`src/rtl/cpu_bus_pkg.sv`:
```
// Shared definitions for the datapath bus: bus FSM states, the standard
// source map and default bus geometry.
package cpu_bus_pkg;

    typedef enum logic [1:0] {
        IDLE  = 2'd0,
        DRIVE = 2'd1,
        FAULT = 2'd2
    } bus_state_t;

    localparam int DEF_WIDTH = 32;
    localparam int DEF_N_SRC = 24;

    // Drive-enable bit positions of the standard datapath sources
    localparam int SRC_R0     = 0;
    localparam int SRC_R15    = 15;
    localparam int SRC_HI     = 16;
    localparam int SRC_LO     = 17;
    localparam int SRC_ZHI    = 18;
    localparam int SRC_ZLO    = 19;
    localparam int SRC_PC     = 20;
    localparam int SRC_MDR    = 21;
    localparam int SRC_INPORT = 22;
    localparam int SRC_CSIGN  = 23;

    function automatic int src_reg(input int n);
        return SRC_R0 + n;
    endfunction

endpackage

```
`src/rtl/onehot_prio_enc.sv`:
```
// Combinational priority encoder for nominally one-hot strobes: lowest set bit
// wins, and 'multi' flags more than one active strobe.
module onehot_prio_enc #(
    parameter int N     = 24,
    parameter int IDX_W = (N > 1) ? $clog2(N) : 1
) (
    input  logic [N-1:0]     onehot,
    output logic [IDX_W-1:0] idx,
    output logic             any,
    output logic             multi
);

    // Scanning downwards lets the lowest index overwrite any higher match
    always_comb begin
        idx = '0;
        for (int i = N - 1; i >= 0; i--) begin
            if (onehot[i]) begin
                idx = IDX_W'(i);
            end
        end
    end

    assign any   = |onehot;
    assign multi = |(onehot & (onehot - N'(1)));

endmodule

```
`src/rtl/bus_select_reg.sv`:
```
// Registered shared-bus multiplexer with contention detection (sticky FAULT
// state plus saturating counter). Define BUS_SELECT_HOLD_EN for bus-keeper behaviour.
module bus_select_reg
    import cpu_bus_pkg::*;
#(
    parameter int WIDTH = DEF_WIDTH,
    parameter int N_SRC = DEF_N_SRC,
    parameter int CNT_W = 8
) (
    input  logic                       clk,
    input  logic                       clr,
    input  logic [N_SRC*WIDTH-1:0]     src_data,
    input  logic [N_SRC-1:0]           drv_en,
    input  logic                       fault_clr,
    output logic [WIDTH-1:0]           bus_out,
    output logic                       bus_valid,
    output logic [$clog2(N_SRC)-1:0]   bus_sel,
    output logic                       contention,
    output logic [CNT_W-1:0]           cont_cnt
);

    localparam int SEL_W = $clog2(N_SRC);

    logic [SEL_W-1:0] enc_idx;
    logic             enc_any;
    logic             enc_multi;
    logic [WIDTH-1:0] sel_data;
    logic [CNT_W-1:0] cnt_d;
    bus_state_t       state_q;
    bus_state_t       state_d;

    onehot_prio_enc #(
        .N     (N_SRC),
        .IDX_W (SEL_W)
    ) u_enc (
        .onehot (drv_en),
        .idx    (enc_idx),
        .any    (enc_any),
        .multi  (enc_multi)
    );

    // Encoder index is always below N_SRC, so unused index codes select nothing
    always_comb begin
        sel_data = '0;
        for (int i = 0; i < N_SRC; i++) begin
            if (SEL_W'(i) == enc_idx) begin
                sel_data = src_data[i*WIDTH +: WIDTH];
            end
        end
    end

    always_ff @(posedge clk or posedge clr) begin
        if (clr) begin
            bus_out   <= '0;
            bus_valid <= 1'b0;
            bus_sel   <= '0;
        end else begin
            bus_valid <= enc_any && !enc_multi;
            if (enc_any) begin
                bus_out <= sel_data;
                bus_sel <= enc_idx;
            end else begin
`ifdef BUS_SELECT_HOLD_EN
                bus_out <= bus_out;
`else
                bus_out <= '0;
`endif
            end
        end
    end

    // A contention event in the same cycle as a clear restarts the count at 1
    always_comb begin
        cnt_d = cont_cnt;
        if (enc_multi) begin
            if (fault_clr) begin
                cnt_d = CNT_W'(1);
            end else if (cont_cnt != {CNT_W{1'b1}}) begin
                cnt_d = cont_cnt + CNT_W'(1);
            end
        end else if (fault_clr) begin
            cnt_d = '0;
        end
    end

    always_comb begin
        state_d = state_q;
        case (state_q)
            IDLE: begin
                if (enc_multi) begin
                    state_d = FAULT;
                end else if (enc_any) begin
                    state_d = DRIVE;
                end
            end
            DRIVE: begin
                if (enc_multi) begin
                    state_d = FAULT;
                end else if (!enc_any) begin
                    state_d = IDLE;
                end
            end
            FAULT: begin
                if (fault_clr && !enc_multi) begin
                    state_d = enc_any ? DRIVE : IDLE;
                end
            end
            default: state_d = IDLE;
        endcase
    end

    always_ff @(posedge clk or posedge clr) begin
        if (clr) begin
            state_q  <= IDLE;
            cont_cnt <= '0;
        end else begin
            state_q  <= state_d;
            cont_cnt <= cnt_d;
        end
    end

    assign contention = (state_q == FAULT);

endmodule

```
`config.mk`:
```
export PLATFORM = sky130hd
export DESIGN_NAME = bus_select_reg
export DESIGN_NICKNAME = d
export VERILOG_FILES = /design/src/rtl/cpu_bus_pkg.sv /design/src/rtl/onehot_prio_enc.sv /design/src/rtl/bus_select_reg.sv
export SDC_FILE = /design/constraint.sdc
export NUM_CORES = 1
export LEC_CHECK = 0
export ABC_AREA = 1
export CAP_MARGIN = 20
export CORE_AREA = 3 3 326 328
export DETAILED_ROUTE_END_ITERATION = 10
export DIE_AREA = 0 0 329 331
export PLACE_DENSITY = 0.41
export RECOVER_POWER = 25
export SYNTH_ARGS = -nofsm -noshare
export SYNTH_HDL_FRONTEND = slang
export SYNTH_SLANG_ARGS = --single-unit
```
`constraint.sdc`:
```
create_clock -name clk -period 1.79 [get_ports clk]
set_input_delay 0.358 -clock clk [delete_from_list [all_inputs] [get_ports clk]]
set_output_delay 0.358 -clock clk [all_outputs]
set_load 0.03 [all_outputs]
```
==> flow_summary.yaml <==
cts:
  cts_max_level: 2
  clk_latency_ns: 0.31
  clock-sinks: 48
  cts_tree: "yes"
  clk_pin_slew_ns: 0.08
  cts_buffers: 5
  clockRootBuffer: "clkbuf_16"
  cts.path.max_buffers: 2
  cts_hold_buf: 0
timing:
  finalHoldViolCount: 0
  whs_ns: 0.500
  finalClockSkew_ns: 0.00464
  max_freq_mhz: 253
  rsz0062_at_grt: "true"
  period_share: 2.21
  slew_viol_final: 0
  tightest_slew_ns: 0.674
  setup_viol: 47
  layout_min_cycle_time_ns: 3.96
  setup_slack_ns: -2.17
  slew_headroom: 0.551
finish:
  nFillCells: 11748
  finish.utilization: 0.232
  final_layout_size_suffix_gt1_frac: 0.261
  nNetsFinal: 3697
  design_area_um2: 24000
  final_cell_count_no_fill: 4298
  area_growth_pct: 174
synthesis:
  syn_area_um2: 8750
  synth.top_cell.area_share: 0.273
  ys_types: 38
  synth.avg_cell_area_um2: 4.98
  synthTopCellsByArea: "nand2_1 27%, dfrtp_1 14%, nand4_1 12%"
  yosysSeqAreaShare: 0.137
  syn_inst: 1756
  yosys_warnings: 0
  synth_fp_nets: 2552
  synth_seq_cells: 48
  yosysTopAreaCell: "nand2_1"
routing:
  drt_pass1_iterations: 5
  drc: 0
  vias: 16418
  routedWlPerCell_um: 23.7
  detail-route-antenna-nets: 0
  vias_per_cell: 3.82
  drt_iter0_drc: 978
  drt-total-wl_um: 102000
setup_path:
  critPathLaunchType: "input port"
  end_kind: "flip-flop"
  path_class: "input port to flip-flop"
  cpPeakStageDelay_ns: 0.20
  cpMaxStageDelayCell: "a21oi_2"
  cp.required_ns: 1.99
  cpMostUsedCell: "buf_4"
  cp.arrival_ns: 4.16
  cp_max_fo: 6
  crit_cells: 35
  reg2reg_depth: 9
  path_delay_family: "simple AND/OR/NAND/NOR gates"
  path_buf_inv: 10
power:
  leakagePower_nw: 10.0
  power_density_nw_per_um2: 308
  irDropWorstVdd_mv: 0.347
min_path:
  min_path_cells: 1
  hp-class: "flip-flop to flip-flop"
place:
  place_congestion: 0.940
  place_area_um2: 21500
  port_buffers: 841
  pre_cts_ws_ns: -3.51
  dp_hpwl_um: 88100
  placed_cells: 4183
die:
  die-area_um2: 109000
  core_area_um2: 103000
  initial_utilization: 0.0846
  num_rows: 118
  io_pins: 842
  die_h_um: 331
  die_w_um: 329
global_routing:
  grt_use_total: 0.176
  grt_pass1_wl_um: 133000
  grt_pass1_vias: 17305
  antenna_found_initial: 23
  grt_max_degree: 33
  grt_overflow: 0
run:
  drv_cap: 0
status:
  status: "finished, violations left"
  violations: "setup timing"
[report_power, final]
group	internal (mW)	leakage (nW)	switching, mW	total [mW]
sequential	1.19	0.591	0.0552	1.25
combinational	2.77	9.38	2.30	5.07
clock	0.520	0.0737	0.546	1.07
total	4.48	10.0	2.90	7.39
[timing repair]
action                                  CTS  global route
pin swaps                               196           156
endpoints found under the setup margin   63            51
cloned                                    5             0
resized for setup                       450           109
buffers inserted                         74            24
[flip-flops by register name, indices dropped and copies added, names as in the netlist]
name	count
bus_out	32
state_q	2
bus_valid	1
bus_sel	5
cont_cnt	8
[worst register-to-register path: stages, from the launching register on]
cell	delay [ns]
dfrtp_1	0.39
ha_1	0.24
nand3_1	0.12
nor4_1	0.05
buf_4	0.13
a21oi_2	0.23
nor2_2	0.09
inv_2	0.11
nand2_1	0.06
a221oi_1	0.23
[kinds of logic (layout without fill, tap and decap cells)]
logic type | count (synthesis) | count (layout) | synth area share
adder cells (fa/ha/maj) | 1 | 1 | 0.00143
AO/OA/AOI/OAI | 174 | 174 | 0.109
AND/OR/NAND/NOR | 1236 | 1236 | 0.620
flip-flops | 48 | 48 | 0.137
buffers and inverters | 295 | 1441 | 0.130
XOR/XNOR | 2 | 2 | 0.00200
other | 0 | 16 | 0
[metrics by stage]
step	TNS [ns]	total power, mW
after global routing	-94.26	7.77
after floorplan	-39.86	2.33
final	-80.20	7.39
after detailed placement	-129.50	5.93
after CTS	-82.49	7.46
after global placement	-128.85	5.95
[synth_stat cells (all sizes together)]
master / count
o2111ai: 6
a2111oi: 2
nor4: 4
nor2: 253
a221oi: 2
nor3: 4
dfrtp: 48
nand2: 640
a22oi: 1
o22ai: 2
buf: 19
nor3b: 1
o41ai: 1
o21ai: 52
xor2: 1
inv: 206
a41oi: 1
nand4: 161
nand3: 101
or2: 72
a2111o: 1
xnor2: 1
clkbuf: 70
a21oi: 105
o21bai: 1
ha: 1
[metal layers]
metal | GRT usage | vias up | share of wire
met5 | 0 | - | 0.00050
met4 | 0.0411 | 8 | 0.021
met3 | 0.0392 | 78 | 0.067
met2 | 0.312 | 674 | 0.50
met1 | 0.217 | 7698 | 0.42
li1 | - | 7960 | -
[cell usage in the layout (no fill, tap or decap), types with 3 or more instances in the layout]
master,count
clkdlybuf4s50_1,794
nand2_1,552
buf_4,242
inv_1,181
nand4_1,161
nor2_1,156
buf_6,92
a21oi_1,87
nand2_2,74
nor2_4,61
nand3_1,55
or2_2,51
dfrtp_1,48
buf_12,47
o21ai_0,40
nor2_2,36
nand3_2,31
diode_2,16
inv_2,16
a21oi_2,16
dlygate4sd2_1,16
nand3_4,15
nand2_4,14
or2_0,14
buf_8,13
o21ai_1,8
buf_2,8
inv_4,7
or2_1,5
clkbuf_16,5
o2111ai_1,4
bufbuf_16,4
clkdlybuf4s15_2,4
nor4_1,3
nor3_1,3
o21ai_2,3
dlymetal6s2s_1,3
[worst paths after layout]
kind	start	end	slack [ns]
setup / recovery	drv_en[22]	bus_out[18]	-2.17
hold reg to reg	state_q[1]	state_q[1]	0.50
setup reg to reg	cont_cnt[0]	cont_cnt[6]	0.04
hold / removal	state_q[1]	state_q[1]	0.50
max in group asynchronous	clr	bus_out[4]	0.68
min in group asynchronous	clr	bus_out[30]	0.57
[final cells by class]
cell class	instances	area [um2]	share of cell area
antenna	16	40.0	0.00167
inverter	206	795	0.0331
tap	1380	1730	0.0720
timing repair buffer	1227	12400	0.516
multi-input combinational	1413	7690	0.321
clock buffer	5	125	0.00522
sequential	48	1200	0.0501
clock inverter	3	18.8	0.000783
Note: power is estimated with default switching activity, not from simulation.
